[config.mk]
export PLATFORM = sky130hd
export DESIGN_NAME = output_write_controller
export DESIGN_NICKNAME = d
export VERILOG_FILES = /design/src/rtl/output_write_controller.sv
export SDC_FILE = /design/constraint.sdc
export NUM_CORES = 1
export LEC_CHECK = 0
export BUFFER_PORTS_ARGS = -buffer_cell sky130_fd_sc_hd__buf_4
export CAP_MARGIN = 15
export CORE_ASPECT_RATIO = 1.4
export CORE_MARGIN = 4
export CORE_UTILIZATION = 49
export CTS_CLUSTER_DIAMETER = 200
export DETAILED_ROUTE_END_ITERATION = 10
export PLACE_DENSITY_LB_ADDON = 0.2
export SYNTH_ARGS = -nofsm -noshare
export SYNTH_HDL_FRONTEND = slang
export SYNTH_SLANG_ARGS = --single-unit
[constraint.sdc]
create_clock -name clk -period 2.1 [get_ports clk]
set_clock_uncertainty 0.2 [all_clocks]
set_input_delay 0.42 -clock clk [delete_from_list [all_inputs] [get_ports clk]]
set_output_delay 0.42 -clock clk [all_outputs]
set_load 0.1 [all_outputs]
[src/rtl/output_write_controller.sv]
// Moves one finished result word into the output FIFO, reports the outcome on stall,
// and tracks a full-FIFO timeout, a wrapping write counter and a sticky overrun flag.
module output_write_controller #(
  parameter int unsigned DATA_WIDTH = 16,
  parameter int unsigned MAX_WAIT   = 16,
  parameter int unsigned CNT_WIDTH  = 8
) (
  input  logic                  clk,
  input  logic                  reset,
  input  logic                  chip_en,
  input  logic                  done,
  input  logic [DATA_WIDTH-1:0] result,
  input  logic                  of_full,
  output logic                  wen,
  output logic [DATA_WIDTH-1:0] wdata,
  output logic [1:0]            stall,
  output logic                  busy,
  output logic                  overrun,
  output logic [CNT_WIDTH-1:0]  write_count
);

  localparam int unsigned WAIT_W     = (MAX_WAIT == 0) ? 1 : $clog2(MAX_WAIT + 1);
  localparam bit          TIMEOUT_EN = (MAX_WAIT != 0);

  typedef enum logic [2:0] {
    S_IDLE       = 3'd0,
    S_WAIT_SPACE = 3'd1,
    S_WRITE      = 3'd2,
    S_ACK        = 3'd3,
    S_FAIL       = 3'd4
  } state_e;

  state_e                state_q, state_d;
  logic [DATA_WIDTH-1:0] data_q, data_d;
  logic [WAIT_W-1:0]     wait_cnt_q, wait_cnt_d;
  logic [CNT_WIDTH-1:0]  count_q, count_d;
  logic                  overrun_q, overrun_d;
  logic [WAIT_W-1:0]     wait_inc_c;

  // State and datapath registers; chip_en low holds everything.
  always_ff @(posedge clk) begin
    if (reset) begin
      state_q    <= S_IDLE;
      data_q     <= '0;
      wait_cnt_q <= '0;
      count_q    <= '0;
      overrun_q  <= 1'b0;
    end else begin
      state_q    <= state_d;
      data_q     <= data_d;
      wait_cnt_q <= wait_cnt_d;
      count_q    <= count_d;
      overrun_q  <= overrun_d;
    end
  end

  assign wait_inc_c = (&wait_cnt_q) ? wait_cnt_q : wait_cnt_q + WAIT_W'(1);

  // Next-state and register-update logic.
  always_comb begin
    state_d    = state_q;
    data_d     = data_q;
    wait_cnt_d = wait_cnt_q;
    count_d    = count_q;
    overrun_d  = overrun_q;
    if (chip_en) begin
      if (done && (state_q != S_IDLE)) overrun_d = 1'b1;
      unique case (state_q)
        S_IDLE: begin
          if (done) begin
            data_d     = result;
            wait_cnt_d = '0;
            state_d    = S_WAIT_SPACE;
          end
        end
        S_WAIT_SPACE: begin
          // Space wins over timeout when both happen in the same cycle.
          if (!of_full) begin
            state_d = S_WRITE;
          end else begin
            wait_cnt_d = wait_inc_c;
            if (TIMEOUT_EN && (wait_inc_c == WAIT_W'(MAX_WAIT))) state_d = S_FAIL;
          end
        end
        S_WRITE: begin
          count_d = count_q + CNT_WIDTH'(1);
          state_d = S_ACK;
        end
        S_ACK:   state_d = S_IDLE;
        S_FAIL:  state_d = S_FAIL;
        default: state_d = S_IDLE;
      endcase
    end
  end

  // Output decode; the write strobe is gated by the enable so a frozen WRITE never strobes.
  always_comb begin
    wen         = 1'b0;
    stall       = 2'b00;
    busy        = 1'b0;
    wdata       = data_q;
    overrun     = overrun_q;
    write_count = count_q;
    unique case (state_q)
      S_IDLE:       ;
      S_WAIT_SPACE: busy = 1'b1;
      S_WRITE: begin
        busy = 1'b1;
        wen  = chip_en;
      end
      S_ACK: begin
        busy  = 1'b1;
        stall = 2'b10;
      end
      S_FAIL:  stall = 2'b11;
      default: ;
    endcase
  end

endmodule

== Yosys cells after proc, flatten, opt, wreduce, memory -nomap -nowiden ==
Cells that the tools add are included.
Cells by class
  $add $sub $neg: 2
  equal/unequal tests: 8
  mux-type cells: 11
  reduce and logical (&&, ||, !) cells: 11
Operator list (number)
  $mux W5: 3
  $pmux W3 S4: 1
  $pmux W5 S2: 1
  $mux W3: 3
  $add A8 B1 Y8 const B: 1
  $eq A3 B2 Y1 const B: 2
  $reduce_and A3 Y1: 2
  $add A5 B1 Y5 const B: 1
  $eq A5 B5 Y1 const B: 1
  $reduce_and A5 Y1: 1
  $ne A2 B2 Y1 const B: 2
  $pmux W2 S2: 1
  $reduce_and A2 Y1: 2
  $reduce_and A4 Y1: 1
  $eq A3 B1 Y1 const B: 1
  $eq A3 B3 Y1 const B: 1
  $logic_not A3 Y1: 1
  $ne A3 B3 Y1 const B: 1
  $reduce_bool A3 Y1: 1
  $reduce_or A3 Y1: 1
  $mux W1: 2
  $reduce_bool A2 Y1: 1
  $logic_and A1 B1 Y1: 1
Storage, ports and cells
  register bits: 33
  input port bits: 21
  output and inout port bits: 29

== Depth between registers and ports, before layout ==
Gate-level depths: netlist of the first run.
  word-level depth: 6
  depth in mapped cells: 6
  mapped depth without buffers: 5

== Worst setup path after synthesis of the first run ==
No wires, ideal clock.
  path type: reg2out
  start point: reg state_q[2]
  end point: out stall[1]
  arrival time: 2.789 ns
  data required time: 1.480 ns
  setup slack: -1.309 ns
  cell stages (with the launch flop): 4
  path buffers: 1
  cell sequence: dfxtp_1 clkbuf_1 nand2b_1 o21ai_0
On the way
  cells in the longest elaborated chain, start to end: 2
  elaborated cells on any way between the ends: 3
  those cells by class: eq/ne (2); mux (1)
RTL lines
  from (decl): RTL line 33  | state_e state_q, state_d;
  from (signal assigned): RTL line 49  | state_q <= state_d;
  $eq A3 B3 Y1 / $eq A3 B2 Y1 (equally long branches): RTL line 104  | unique case (state_q)
  $pmux W2 S2 *: RTL line 104
  to (decl): RTL line 16  | output logic [1:0] stall,
Every way passes the cells marked *; elsewhere a longest branch is shown, timed or not.

== Worst setup path after layout of the first run ==
  start point: reg state_q[0]
  end point: out stall[1]
The elaborated chain is that of the path after synthesis.

==> results.md, run 1 <==
- Fmax: 498 MHz
- Nets@finish: 235
- Final wirelength: 3550 µm
- WP buf/inv: 1
- Synth async-reset ratio: 0
- Routability cong.: 0.794
- Crit start category: flip-flop
- Run status: finished, final reports clean
- Power share of the clock group: 0.309
- Power after layout: 1.52 mW
- FF-to-FF Start: wait_cnt_q[1]$_SDFFE_PP0P_
- CTS Sinks: 33
- Synth cell count leaders: 33 x dfxtp_1, 32 x nor2_1, 18 x mux2i_1
- Switching Share: 0.328
- Int Power: 1.02 mW
- First-pass iteration count of the detailed router: 4
- Seq/Total Area, Yosys: 0.436
- First-pass GRT wire length: 5740 µm
- DR vias/cell: 5.55
- Final setup fails: 0
- Slew Viols, Final: 0
- Post-synthesis cell type count: 42
- Fillers: 249
- Top cell type's share of synthesized area: 0.436
- Post-synth EDFFs: 0
- Post-route setup slack: 0.0923 ns
- Yosys warns: 0
- Final period utilization: 0.956
- Mapped cell area: 0.00151 mm²
- Psw: 0.500 mW
- Worst Setup End Kind: output pin
- Top post-synthesis cells by area: dfxtp_1 44%, mux2i_1 12%, nor2_1 7.9%
- Clock latency on the worst-skew pair: 0.28 ns
- Min Tclk post-route: 2.01 ns
- CORE AREA: 0.00291 mm²
- Post-synthesis cell count: 163
- Synthesized net count: 186
- Top FF cell, synth: dfxtp_1
- Crit path max-delay cell type: dfxtp_1
- Cell taking the most area after synthesis: dfxtp_1
- FF-to-FF path depth: 5
- Max-Cap Viols: 0
- Post-synthesis register bit count: 33
- Crit Path Class: flip-flop to output pin
- Post-CTS Setup Bufs: 0
- Via count: 1382
- Flop2flop setup slack: 0.17 ns
- Max-slew headroom: 0.748
- Total power per unit cell area: 764 mW/mm²
- Layout area overhead: 31.8%
- Stages on the worst setup path: 3
- CP Max Fanout: 13
- I/O Pins: 50
- Critical path required time: 1.48 ns
- Final Hold Viols: 0
- Drt wl/cell: 14.2 µm
- Final Cell Area: 0.00200 mm²
- Critical path's top delay family: flip-flops
- Largest net degree at the start of global routing: 34
- Largest stage delay, worst path: 0.42 ns
- Crit-path cells: nand2b_1 -> o21ai_2 -> buf_4
- Post-CTS Hold Buffers: 0
- Iteration-0 DRC Markers: 35
- R2R Path End: state_q[0]$_SDFFE_PP0P_
- GR Overflow Total: 0
- Layout cell share with drive strength beyond 1: 0.340
- CP endpoint: stall[1]
- CP startpoint: state_q[0]$_SDFFE_PP0P_
- Vias in the first global route: 1323
- Inserted Clock Buffers: 5
- VDD IR max: 0.000691 V
- Gr usage total: 0.191
- Place WS: 0.156 ns
- Finished Core Util: 0.687
- Part of the power in registers: 0.443
- Worst-Margin Slew: 0.377 ns
- Port bufs: 49
- Chip width: 55.0 µm
- Clk pin slew, worst setup/hold paths: 0.06 ns
- ANT nets after route: 0
- Antenna violations before repair: 0
- Die area: 0.00406 mm²
- Initial Util: 0.521
- Syn_area_per_cell: 9.29 µm²
- Worst path arrival time: 1.39 ns
- CTS tree: built
- Hold Path Class: input pin to flip-flop
- Most common cell in the synthesized netlist: dfxtp_1
- Static leakage: 0.956 nW
- DRC Markers: 0
- Die Y: 73.8 µm
- Dpl cell area: 0.00189 mm²
- Clk root buf: clkbuf_8
- Rows: 23
- Final HPWL DP: 2660 µm
- Logic gate share of total power: 0.248
- # diodes: 0
- H-tree levels: 2
- Worst hold margin: 0.166 ns
- CTS max path bufs: 2
==> power by group through the flow <==
stage               Combinational [mW]  Sequential [mW]  Clock, mW
floorplan                        0.162            0.819          0
global placement                 0.370            0.686          0
detailed placement               0.378            0.688          0
CTS                              0.379            0.675      0.484
global route                     0.397            0.679      0.507
finish                           0.378            0.675      0.471
==> how the worst min path moves through the flow <==
| stage | end | cells after the start | startpoint | slack, ns |
|---|---|---|---|---|
| floorplan | wait_cnt_q[4]$_SDFFE_PP0P_ | 2 | wait_cnt_q[4]$_SDFFE_PP0P_ | 0.32 |
| global placement | overrun$_SDFFE_PP0P_ | 2 | overrun$_SDFFE_PP0P_ | 0.25 |
| detailed placement | overrun$_SDFFE_PP0P_ | 2 | overrun$_SDFFE_PP0P_ | 0.27 |
| CTS | state_q[2]$_SDFFE_PP0P_ | 2 | of_full | 0.16 |
| global route | state_q[2]$_SDFFE_PP0P_ | 2 | of_full | 0.17 |
| finish | state_q[2]$_SDFFE_PP0P_ | 2 | of_full | 0.17 |
==> registers in the layout, summed over array words and instances, names as in the netlist <==
signal,count
write_count,8
wdata,16
overrun,1
state_q,3
wait_cnt_q,5
==> repair_timing <==
action | 4_1_cts | 5_1_grt
cloned | 0 | 0
endpoints found under the hold margin | 0 | 0
pin swaps | 0 | 1
endpoints found under the setup margin | 1 | 5
gates resized for setup | 1 | 4
==> cell usage in the layout, fill, tap and decap left out, types with 4 or more instances in the layout <==
cell,count
nor2_1,30
xor2_1,5
clkbuf_8,6
mux2i_1,18
inv_1,5
nand2_1,8
buf_4,51
nand4_1,4
dfxtp_2,4
a21oi_1,6
dfxtp_1,29
==> layout make-up <==
cell class                      count  area [µm²]  area share
Clock buffer                        7        86.3      0.0433
Inverter                            5        18.8     0.00940
Multi-Input combinational cell    115         785       0.393
Sequential cell                    33         666       0.334
Tap cell                           37        46.3      0.0232
Timing Repair Buffer               52         394       0.197
==> stage by stage <==
stage	instances	TNS, ns
after CTS	249	0
after global placement	242	0
after floorplan	163	-0.127
final	249	0
after global routing	249	-0.0279
after detailed placement	242	0
==> routing by layer <==
| layer | share of wire | vias to the layer above | GRT usage |
|---|---|---|---|
| li1 | - | 666 | - |
| met1 | 0.37 | 651 | 0.209 |
| met2 | 0.54 | 54 | 0.326 |
| met3 | 0.070 | 11 | 0.0629 |
| met4 | 0.026 | 0 | 0.0811 |
| met5 | 0 | - | 0 |
==> cell families after synthesis <==
| kind of cell | after synthesis | synth area share |
|---|---|---|
| AO/OA/AOI/OAI | 23 | 0.105 |
| XOR/XNOR | 6 | 0.0347 |
| multiplexers | 19 | 0.126 |
| adder cells (fa/ha/maj) | 2 | 0.0165 |
| flip-flops | 33 | 0.436 |
| buffers and inverters | 15 | 0.0587 |
| AND/OR/NAND/NOR | 65 | 0.222 |
Power figures use the tool's default switching activity.
==> run 2, diff against run 1 <==
CELL_PAD_IN_SITES_DETAIL_PLACEMENT = 1   (was unset)
CELL_PAD_IN_SITES_GLOBAL_PLACEMENT = 2   (was unset)
CORE_UTILIZATION = 29   (was 49)
==> results.md, run 2 (synthesis gave the netlist of run 1 again) <==
- Largest stage delay, worst path: 0.44 ns (+0.02 ns)
- Crit-path cells: and4bb_4 -> buf_6
- Nets@finish: 237 (+0.85%)
- Most frequent cells in the layout: 53 x buf_4, 30 x nor2_1, 30 x dfxtp_1
- Crit path max-delay cell type: and4bb_4
- Chip width: 69.1 µm (+26%)
- CTS tree: built
- Iteration-0 DRC Markers: 25 (-29%)
- Routability cong.: 0.738 (-7.1%)
- Largest net degree at the start of global routing: 34 (unchanged)
- Layout area overhead: 34.7%
- Final wirelength: 3950 µm (+11%)
- Post-CTS Setup Bufs: 0 (unchanged)
- Hold Path Class: input pin to flip-flop
- Setup TNS: 0 ns (unchanged)
- Drt wl/cell: 14.2 µm (-0.26%)
- Gr usage total: 0.127 (-0.0638)
- Fillers: 603 (+140%)
- Layout cell share with drive strength beyond 1: 0.336 (-0.00317)
- CP Max Fanout: 13 (unchanged)
- Total power per unit cell area: 757 mW/mm² (-0.89%)
- Int Power: 1.02 mW (about the same)
- Part of the power in registers: 0.436 (-0.007)
- Die area: 0.00646 mm² (+59%)
- Crit Path Class: flip-flop to output pin
- Leading cell type in the layout, fill and taps excluded: buf_4
- I/O Pins: 50 (unchanged)
- Fmax: 500 MHz (+0.47%)
- Psw: 0.520 mW (+3.9%)
- H-tree levels: 2 (unchanged)
- Dpl cell area: 0.00194 mm² (+2.6%)
- ANT nets after route: 0 (unchanged)
- Switching Share: 0.337 (+0.00852)
- DR vias/cell: 4.86 (-13%)
- Place WS: 0.119 ns (-0.0362 ns)
- Final Cell Area: 0.00204 mm² (+2.2%)
- # diodes: 0 (unchanged)
- GR Overflow Total: 0 (unchanged)
- Final setup fails: 0 (unchanged)
- CORE AREA: 0.00495 mm² (+70%)
- Max-Cap Viols: 0 (unchanged)
- Critical path required time: 1.48 ns (about the same)
- Slew Viols, Final: 0 (unchanged)
- First-pass iteration count of the detailed router: 4 (unchanged)
- Via count: 1350 (-2.3%)
- CTS max path bufs: 2 (unchanged)
- Flop2flop setup slack: 0.28 ns (+0.11 ns)
- Clk root buf: clkbuf_8
- Port bufs: 49 (unchanged)
- Worst Setup End Kind: output pin
- Static leakage: 0.969 nW (+1.3%)
- Die Y: 93.5 µm (+27%)
- Final Hold Viols: 0 (unchanged)
- CTS Sinks: 33 (unchanged)
- Rows: 30 (+30%)
- Worst hold margin: 0.170 ns (+0.00359 ns)
- Initial Util: 0.306 (-0.215)
- Antenna violations before repair: 0 (unchanged)
- Final period utilization: 0.952 (-0.00443)
- Worst path arrival time: 1.38 ns (about the same)
- Power after layout: 1.54 mW (+1.3%)
- Inserted Clock Buffers: 5 (unchanged)
- Worst-Margin Slew: 0.413 ns (+0.0356 ns)
- Crit start category: flip-flop
- Max-slew headroom: 0.725 (-0.0237)
- Run status: finished, final reports clean
- RSZ-0062 raised after global routing: false
- Max reg flops: 16 (unchanged)
- Clk pin slew, worst setup/hold paths: 0.07 ns (about the same)
- First-pass GRT wire length: 6780 µm (+18%)
- Power share of the clock group: 0.315 (+0.006)
- Final HPWL DP: 3100 µm (+17%)
- Post-route setup slack: 0.102 ns (+0.00930 ns)
- DRC Markers: 0 (unchanged)
- Logic gate share of total power: 0.250 (+0.002)
- Min Tclk post-route: 2.00 ns (-0.00930 ns)
- Clock latency on the worst-skew pair: 0.28 ns (about the same)
- Vias in the first global route: 1514 (+14%)
- VDD IR max: 0.000373 V (-46%)
## run 2: final timing paths
kind | to | from | cells past startpoint
worst min-delay path | wdata[9]$_SDFFE_PP0P_ | result[9] | 3
worst min register to register | overrun$_SDFFE_PP0P_ | overrun$_SDFFE_PP0P_ | 2
worst max-delay path | wen | state_q[0]$_SDFFE_PP0P_ | 2
worst max register to register | wdata[14]$_SDFFE_PP0P_ | state_q[2]$_SDFFE_PP0P_ | 5
## run 2: final cells by class
class	count	area, µm²	share of cell area
clock buffer	6	82.6	0.0405
clock inverter	1	7.51	0.00368
inverter	5	18.8	0.00920
multi-input combinational	115	777	0.381
sequential	33	664	0.326
tap	64	80.1	0.0393
timing repair buffer	54	409	0.201
## run 2: through the flow
stage,utilization,instances
3_3_place_gp,0.392,271
2_1_floorplan,-,163
3_5_place_dp,0.392,271
6_report,0.412,278
5_1_grt,0.412,278
4_1_cts,0.411,278
## run 2: power by group through the flow
stage	Combinational, mW	Clock, mW	Sequential (mW)
2_1_floorplan	0.162	0	0.819
3_3_place_gp	0.380	0	0.685
3_5_place_dp	0.389	0	0.686
4_1_cts	0.390	0.511	0.673
5_1_grt	0.408	0.549	0.677
6_report	0.385	0.486	0.672
## run 2: what timing repair did
action	CTS	global route
pin swaps	0	1
endpoints found under the setup margin	1	1
hold buffers	0	0
gates resized for setup	1	1
## run 2: worst max-delay path, delay by kind of cell, from the launching register on
kind,cells,cell delay (ns)
DFF,1,0.41
buffers and inverters,1,0.25
and+or+nand+nor,1,0.44
## run 2: per-layer routing
metal	vias up	GRT usage	wire length (µm)
met5	-	0	0
met4	0	0.0440	53
met3	6	0.0387	178
met2	31	0.240	2140
met1	639	0.133	1580
li1	674	-	-
